`src/rtl/nfc_page_program_sequencer.sv`:
```
// Page-program front-end for the NAND controller: issues way-select, row
// address and program commands, streams the page data, then polls 70h status
// until ready/timeout and returns a single response per request.
module nfc_page_program_sequencer #(
    parameter int NumberOfWays = 2,
    parameter int PollGap      = 16,
    parameter int MaxPolls     = 1024
) (
    input  logic                    iSystemClock,
    input  logic                    iReset,
    input  logic                    iReqValid,
    output logic                    oReqReady,
    input  logic [NumberOfWays-1:0] iReqWay,
    input  logic [23:0]             iReqRow,
    input  logic [15:0]             iReqLength,
    input  logic                    iReqCache,
    output logic                    oRspValid,
    input  logic                    iRspReady,
    output logic                    oRspFail,
    output logic                    oRspTimeout,
    output logic [7:0]              oRspStatus,
    input  logic [15:0]             iUsrWriteData,
    input  logic [1:0]              iUsrWriteKeep,
    input  logic                    iUsrWriteLast,
    input  logic                    iUsrWriteValid,
    output logic                    oUsrWriteReady,
    output logic [5:0]              oOpcode,
    output logic [4:0]              oTargetID,
    output logic [4:0]              oSourceID,
    output logic [31:0]             oAddress,
    output logic [15:0]             oLength,
    output logic                    oCMDValid,
    input  logic                    iCMDReady,
    output logic [15:0]             oWriteData,
    output logic [1:0]              oWriteKeep,
    output logic                    oWriteLast,
    output logic                    oWriteValid,
    input  logic                    iWriteReady,
    input  logic [15:0]             iReadData,
    input  logic                    iReadValid,
    input  logic                    iReadLast,
    output logic                    oReadReady
);

    typedef enum logic [3:0] {
        S_IDLE, S_WAY, S_ROW, S_PROG, S_WDATA,
        S_STAT_CMD, S_STAT_RD, S_EVAL, S_GAP, S_RESP
    } state_t;

    state_t                  r_state, w_next;
    logic [NumberOfWays-1:0] r_way;
    logic [23:0]             r_row;
    logic [15:0]             r_len;
    logic                    r_cache;
    logic [7:0]              r_status;
    logic [15:0]             r_polls;
    logic [15:0]             r_gap;
    logic                    r_first;
    logic                    w_done;
    logic                    w_out_of_polls;
    logic                    w_unused;

    // Cache programs wait for RDY (bit6), plain programs for ARDY (bit5).
    assign w_done         = r_cache ? r_status[6] : r_status[5];
    assign w_out_of_polls = (r_polls >= 16'(MaxPolls));
    assign w_unused       = ^iReadData[15:8];

    // State register.
    always_ff @(posedge iSystemClock) begin
        if (iReset) r_state <= S_IDLE;
        else        r_state <= w_next;
    end

    // Next-state and command/stream outputs.
    always_comb begin
        w_next         = r_state;
        oReqReady      = (r_state == S_IDLE);
        oRspValid      = (r_state == S_RESP);
        oCMDValid      = 1'b0;
        oOpcode        = '0;
        oTargetID      = '0;
        oSourceID      = '0;
        oAddress       = '0;
        oLength        = '0;
        oWriteData     = iUsrWriteData;
        oWriteKeep     = iUsrWriteKeep;
        oWriteLast     = iUsrWriteLast;
        oWriteValid    = 1'b0;
        oUsrWriteReady = 1'b0;
        oReadReady     = 1'b0;
        case (r_state)
            S_IDLE: if (iReqValid) w_next = S_WAY;
            S_WAY: begin
                oCMDValid = 1'b1;
                oOpcode   = 6'b100000;
                oAddress  = 32'(r_way);
                oLength   = 16'd8;
                if (iCMDReady) w_next = S_ROW;
            end
            S_ROW: begin
                oCMDValid = 1'b1;
                oOpcode   = 6'b100100;
                oAddress  = {8'd0, r_row};
                oLength   = 16'd8;
                if (iCMDReady) w_next = S_PROG;
            end
            S_PROG: begin
                oCMDValid = 1'b1;
                oOpcode   = 6'b000011;
                oTargetID = {4'd0, r_cache};
                oLength   = r_len;
                if (iCMDReady) w_next = S_WDATA;
            end
            S_WDATA: begin
                oWriteValid    = iUsrWriteValid;
                oUsrWriteReady = iWriteReady;
                if (iUsrWriteValid && iWriteReady && iUsrWriteLast) w_next = S_STAT_CMD;
            end
            S_STAT_CMD: begin
                oCMDValid = 1'b1;
                oOpcode   = 6'b000111;
                oTargetID = 5'b00100;
                oLength   = 16'd8;
                if (iCMDReady) w_next = S_STAT_RD;
            end
            S_STAT_RD: begin
                oReadReady = 1'b1;
                if (iReadValid && iReadLast) w_next = S_EVAL;
            end
            S_EVAL: w_next = (w_done || w_out_of_polls) ? S_RESP : S_GAP;
            S_GAP:  if (r_gap >= 16'(PollGap - 1)) w_next = S_STAT_CMD;
            S_RESP: if (iRspReady) w_next = S_IDLE;
            default: w_next = S_IDLE;
        endcase
        // A reset abandons the request immediately, including any pending command.
        if (iReset) oCMDValid = 1'b0;
    end

    // Request latch, status capture, poll/gap counters and response fields.
    always_ff @(posedge iSystemClock) begin
        if (iReset) begin
            r_way       <= '0;
            r_row       <= '0;
            r_len       <= '0;
            r_cache     <= 1'b0;
            r_status    <= '0;
            r_polls     <= '0;
            r_gap       <= '0;
            r_first     <= 1'b0;
            oRspFail    <= 1'b0;
            oRspTimeout <= 1'b0;
            oRspStatus  <= '0;
        end else begin
            if (r_state == S_IDLE && iReqValid) begin
                r_way   <= iReqWay;
                r_row   <= iReqRow;
                r_len   <= iReqLength;
                r_cache <= iReqCache;
                r_polls <= '0;
            end
            if (r_state == S_STAT_CMD && iCMDReady) r_first <= 1'b1;
            // Only the first beat of a status read carries the status byte.
            if (r_state == S_STAT_RD && iReadValid) begin
                r_first <= 1'b0;
                if (r_first) begin
                    r_status <= iReadData[7:0];
                    if (r_polls != 16'hFFFF) r_polls <= r_polls + 16'd1;
                end
            end
            if (r_state == S_EVAL) begin
                r_gap <= '0;
                if (w_done) begin
                    oRspFail    <= r_status[0];
                    oRspTimeout <= 1'b0;
                    oRspStatus  <= r_status;
                end else if (w_out_of_polls) begin
                    oRspFail    <= 1'b0;
                    oRspTimeout <= 1'b1;
                    oRspStatus  <= r_status;
                end
            end
            if (r_state == S_GAP) r_gap <= r_gap + 16'd1;
        end
    end

endmodule

```
`config.mk`:
```
export PLATFORM = sky130hd
export DESIGN_NAME = nfc_page_program_sequencer
export DESIGN_NICKNAME = d
export VERILOG_FILES = /design/src/rtl/nfc_page_program_sequencer.sv
export SDC_FILE = /design/constraint.sdc
export NUM_CORES = 1
export LEC_CHECK = 0
export BUFFER_PORTS_ARGS = -buffer_cell sky130_fd_sc_hd__buf_2
export CAP_MARGIN = 40
export CORE_ASPECT_RATIO = 0.6
export CORE_MARGIN = 2
export CORE_UTILIZATION = 40
export CTS_CLUSTER_SIZE = 10
export DETAILED_ROUTE_END_ITERATION = 12
export PLACE_DENSITY = 0.66
export SLEW_MARGIN = 20
export SYNTH_ARGS = -nofsm -noshare
export SYNTH_HDL_FRONTEND = slang
export SYNTH_SLANG_ARGS = --single-unit
export TNS_END_PERCENT = 20
```
`constraint.sdc`:
```
create_clock -name iSystemClock -period 5.1 [get_ports iSystemClock]
set_input_delay 0.51 -clock iSystemClock [delete_from_list [all_inputs] [get_ports iSystemClock]]
set_output_delay 0.51 -clock iSystemClock [all_outputs]
set_load 0.005 [all_outputs]
```
## Word level (Yosys, flattened, before mapping)

Cells that the tools add are included.
W data, S select, Z words.

| storage, ports and cells | value |
|---|---|
| register bits | 98 |
| bits in latches | 0 |
| RAM bits | 0 |
| bits in read-only memories | 0 |
| output and inout port bits | 99 |
| word-level logic and storage cells | 84 |
| memories kept | 0 |

| cells by class | value |
|---|---|
| $add $sub $neg | 2 |
| multipliers | 0 |
| div/mod/pow operators | 0 |
| magnitude comparators | 2 |
| equality and inequality tests | 19 |
| shift-type cells | 0 |
| multiplexer cells | 33 |
| bitwise operators | 0 |
| reduce and logical (&&, ||, !) cells | 16 |

Operators with widths:

| kind | count |
|---|---|
| $mux W16 | 6 |
| $pmux W24 S2 | 1 |
| $pmux W4 S10 | 1 |
| $mux W4 | 9 |
| $add A16 B1 Y16 const B | 2 |
| $pmux W16 S2 | 1 |
| $pmux W6 S4 | 1 |
| $eq A4 B3 Y1 const B | 4 |
| $ge A16 B11 Y1 const B | 1 |
| $ge A16 B4 Y1 const B | 1 |
| $mux W8 | 2 |
| $ne A16 B16 Y1 const B | 1 |
| $ne A2 B2 Y1 const B | 8 |
| $mux W1 | 11 |
| $reduce_and A9 Y1 | 1 |
| $eq A4 B2 Y1 const B | 2 |
| $eq A4 B4 Y1 const B | 2 |
| $logic_and A1 B1 Y1 | 6 |
| $pmux W3 S2 | 1 |
| $eq A4 B1 Y1 const B | 1 |
| $logic_not A4 Y1 | 1 |
| $reduce_and A2 Y1 | 2 |
| $reduce_bool A2 Y1 | 2 |
| $reduce_or A4 Y1 | 1 |
| 4 further kinds | 4 |

## Longest topological paths before layout

| logic depth | value |
|---|---|
| depth after elaboration | 6 |
| mapped depth | 7 |
| depth with buffers taken out | 6 |

## Least setup slack after synthesis

OpenSTA, ideal clock, no wires.

| timing | value |
|---|---|
| kind | flip-flop to output port |
| start | register r_state[1] |
| end | output oLength[0] |
| data arrival time | 1592 ps |
| required time | 4590 ps |
| path slack | 2998 ps |
| cell stages (with the launch flop) | 7 |
| cell sequence | dfxtp_1 -> clkbuf_1 -> clkbuf_1 -> nand2b_1 -> nor3_1 -> clkbuf_1 -> and2_1 |

| between the ends | value |
|---|---|
| word-level cells in the longest chain between the ends | 3 |
| elaborated cells on any way between the ends | 6 |
| classes of those cells | 4 x eq/ne; 1 x mux; 1 x reduce/logical |

RTL lines:

| element | line | source |
|---|---|---|
| start, declared | 50 | `state_t r_state, w_next;` |
| start signal, assigned | 71 | `else r_state <= w_next;` |
| $eq A4 B3 Y1 (tied with other cells) | 91 | `case (r_state)` |
| $reduce_or A3 Y1 (no source line) | -- |  |
| $pmux W16 S2 (*) | 91 |  |
| end, declared | 31 | `output logic [15:0] oLength,` |

Mark *: on every way between the ends. The rest lies on a longest branch, timed or not.

## Final worst setup path

| timing | value |
|---|---|
| start | register r_state[2] |
| end | output oOpcode[0] |

| between the ends | value |
|---|---|
| word-level cells in the longest chain between the ends | 2 |
| elaborated cells on any way between the ends | 5 |
| classes of those cells | 4 x eq/ne; 1 x mux |

RTL lines:

| element | line | source |
|---|---|---|
| $eq A4 B3 Y1 (tied with other cells) | 91 |  |
| $pmux W6 S4 (*) | 91 |  |
| end, declared | 27 | `output logic [5:0] oOpcode,` |

Marks and branches as above.

==> qor.txt <==
switching share of power: 28.96%
Commonest cells post-synth: 127 x nand2_1, 98 x dfxtp_1, 70 x a21oi_1
Synth Flop Type: dfxtp_1
clk slew on worst S/H paths: 70 ps
Fin. Hold Viols: 0
core area: 11990 um^2
largest vdd supply drop: 0.1820 mV
Max clock buf depth: 2
global routing's busiest layer: met2
FF-to-FF End: r_polls[15]
fin crit share: 55.81%
worst r2r path cells: 5
critical path launch point type: flop
Logic pwr share: 19.2%
Cells after Synth: 631
EDFF count, synth: 0
syn avg cell area: 7.717 um^2
DRC Markers: 0
Yosys reg bits: 98
I/O pins: 186
total gr overflow: 0
HPWL Detailed: 8.583 mm
P_leak: 0.002323 uW
worst setup path startpoint: r_state[2]
Die Area: 13100 um^2
crit path time final: 2846 ps
Total GRT Usage: 18.03%
library cells used by synthesis: 53
Slew Limit Fails: 0
cts hold-fix bufs: 0
clk_lat worst skew: 350 ps
slew margin rel.: 45.33%
area of the mapped netlist: 4870 um^2
grt met3 use: 5.663%
P&R area growth vs syn: 17.42%
most area-hungry cell type in the Yosys netlist: dfxtp_1
RSZ-0062 raised after global routing: false
f_max: 351.4 MHz
layout cells sized above 1: 22.07%
Resized cells post-CTS: 0
status: complete, no violations
met2 Use GR: 28.30%
Post-DRT Antenna Nets: 0
maximum number of pins on one net before global-route repair: 70
Placed Instances: 864
drt initial violations: 338
final net count: 802
H-tree Lvls: 3
drt first pass iters: 5
CTS tree: yes
WL final: 12.17 mm
RR Startpoint: r_state[2]
Setup violations, final: 0
kind of critical path: reg2out
CP arrival: 2340 ps
setup bufs post-CTS: 0
Pwr Density: 358.1 nW/um^2
gp weighted congestion: 0.7927
Port Buf Inserts: 123
share of the synthesized area in the top cell type: 40.29%
Internal: 1455 uW
clock share of power: 37.6%
crit path max fanout: 17
Sum Neg Setup Slack: 0 ps
Die Span X: 146.4 um
Reg power frac: 43.2%
FF-to-FF setup slack: 2470 ps
DR vias/cell: 5.137
crit path capture type: primary output
Synth area leaders: dfxtp_1 40%, nand2_1 9.8%, a21oi_1 7.2%, buf_4 5.9%, and2_1 5.5%
sequential area share after synthesis: 40.29%
Max-Cap Viols: 0
root buffer cell: clkbuf_16
Worst Tran Pin Value: 812.6 ps
Ant. Diodes: 0
Yosys warnings: 0
Routed WL per cell: 13.81 um
initial antenna violation count: 0
most frequent cell after synthesis: nand2_1
grt met1 use: 24.20%
first-pass GRT wire length: 18.95 mm
vias in the first global route: 3965
Worst Path Required: 4590 ps
Final Core Density: 47.71%
num rows: 31
Final Non-Filler Cells: 881
worst min path class: in2reg
P_sw: 593.1 uW
Worst Clk Skew: 7.766 ps
worst setup path endpoint: oOpcode[0]
fill cell count: 1160
routed vias: 4526
Starting Density: 40.63%
total CTS buffers: 9
Die Ht: 89.47 um
ys async rst share: 0%
Num Clock Sinks: 98
through the flow:
stage	worst slack [ps]	hold WS [ps]	instance area (um^2)	total power [uW]
2_1_floorplan	2998	431.2	4933	1173
3_3_place_gp	2296	437.2	5339	1259
3_5_place_dp	2472	443.1	5358	1282
4_1_cts	2222	381.0	5690	2051
5_1_grt	2072	393.4	5718	2148
6_report	2254	391.5	5718	2048
cell usage in the layout, fill, tap and decap left out, drive strengths merged, types with 2 or more instances in the layout:
| cell | count |
|---|---|
| nand4b | 4 |
| nand4 | 9 |
| and3 | 6 |
| or4 | 5 |
| nand2b | 6 |
| or3 | 6 |
| nor2b | 6 |
| nor4b | 2 |
| nor3 | 21 |
| a21oi | 70 |
| mux2 | 3 |
| conb | 18 |
| or2 | 5 |
| o211ai | 2 |
| mux2i | 9 |
| and4bb | 2 |
| inv | 8 |
| ha | 3 |
| dfxtp | 98 |
| xnor2 | 5 |
| o21a | 2 |
| clkbuf | 11 |
| a31oi | 5 |
| buf | 129 |
| nand2 | 127 |
| nor3b | 2 |
| bufinv | 3 |
| nor4 | 8 |
| nand3 | 20 |
| a311oi | 5 |
| a22oi | 4 |
| o21ai | 19 |
| and2 | 43 |
| clkinv | 2 |
| o311ai | 4 |
| nor2 | 33 |
logic make-up (layout without fill, tap and decap cells):
| logic type | after synthesis | after routing | share of synthesized area, % |
|---|---|---|---|
| DFF | 98 | 98 | 40.29 |
| adders and majority gates | 3 | 3 | 0.7709 |
| buffers and inverters | 85 | 153 | 9.815 |
| AOI/OAI and AO/OA | 117 | 117 | 13.62 |
| xor gates and xnor gates | 5 | 5 | 0.8992 |
| muxes | 12 | 12 | 2.544 |
| other | 1 | 18 | 0.07701 |
| and+or+nand+nor | 310 | 310 | 31.99 |
flip-flops by register name, indices dropped and copies added, names as in the netlist:
name,flops
r_status,8
oRspStatus,8
r_first,1
r_way,2
oRspFail,1
r_state,4
r_gap,16
r_len,16
oRspTimeout,1
r_cache,1
r_row,24
r_polls,16
how the worst min path moves through the flow:
stage,from,end,slack [ps],cells past startpoint
2_1_floorplan,r_len[3],r_len[3],430,2
3_3_place_gp,r_len[0],r_len[0],440,2
3_5_place_dp,r_len[13],r_len[13],440,2
4_1_cts,iReadValid,r_first,380,2
5_1_grt,iReqRow[18],r_row[18],390,3
6_report,iReadValid,r_first,390,2
routing by layer:
layer | wire length (um) | up-vias
li1 | - | 2263
met1 | 5846 | 2130
met2 | 5459 | 119
met3 | 707 | 14
met5 | 0 | -
met4 | 153 | 0
critical path, cell delays in order (launching register included):
cell and delay [ps]:
dfxtp_1 680, inv_1 200, nor4_1 760, or2_2 240
buf_2 110
area by class of cell:
class                           instances  area [um^2]  area share (%)
Inverter                                8        30.03          0.5252
Sequential cell                        98         1962           34.31
Clock buffer                           10        229.0           4.004
Tap cell                              165        206.4           3.611
Clock inverter                          5        103.9           1.816
Timing Repair Buffer                  130        686.9           12.01
Multi-Input combinational cell        465         2500           43.72
power by group through the flow:
| stage | Clock [uW] | Sequential (uW) | Combinational [uW] |
|---|---|---|---|
| detailed placement | 0 | 901 | 381 |
| CTS | 786 | 884 | 381 |
| floorplan | 0 | 865 | 308 |
| finish | 770 | 884 | 393 |
| global placement | 0 | 897 | 363 |
| global route | 811 | 895 | 442 |
(Power assumes the default switching activity.)
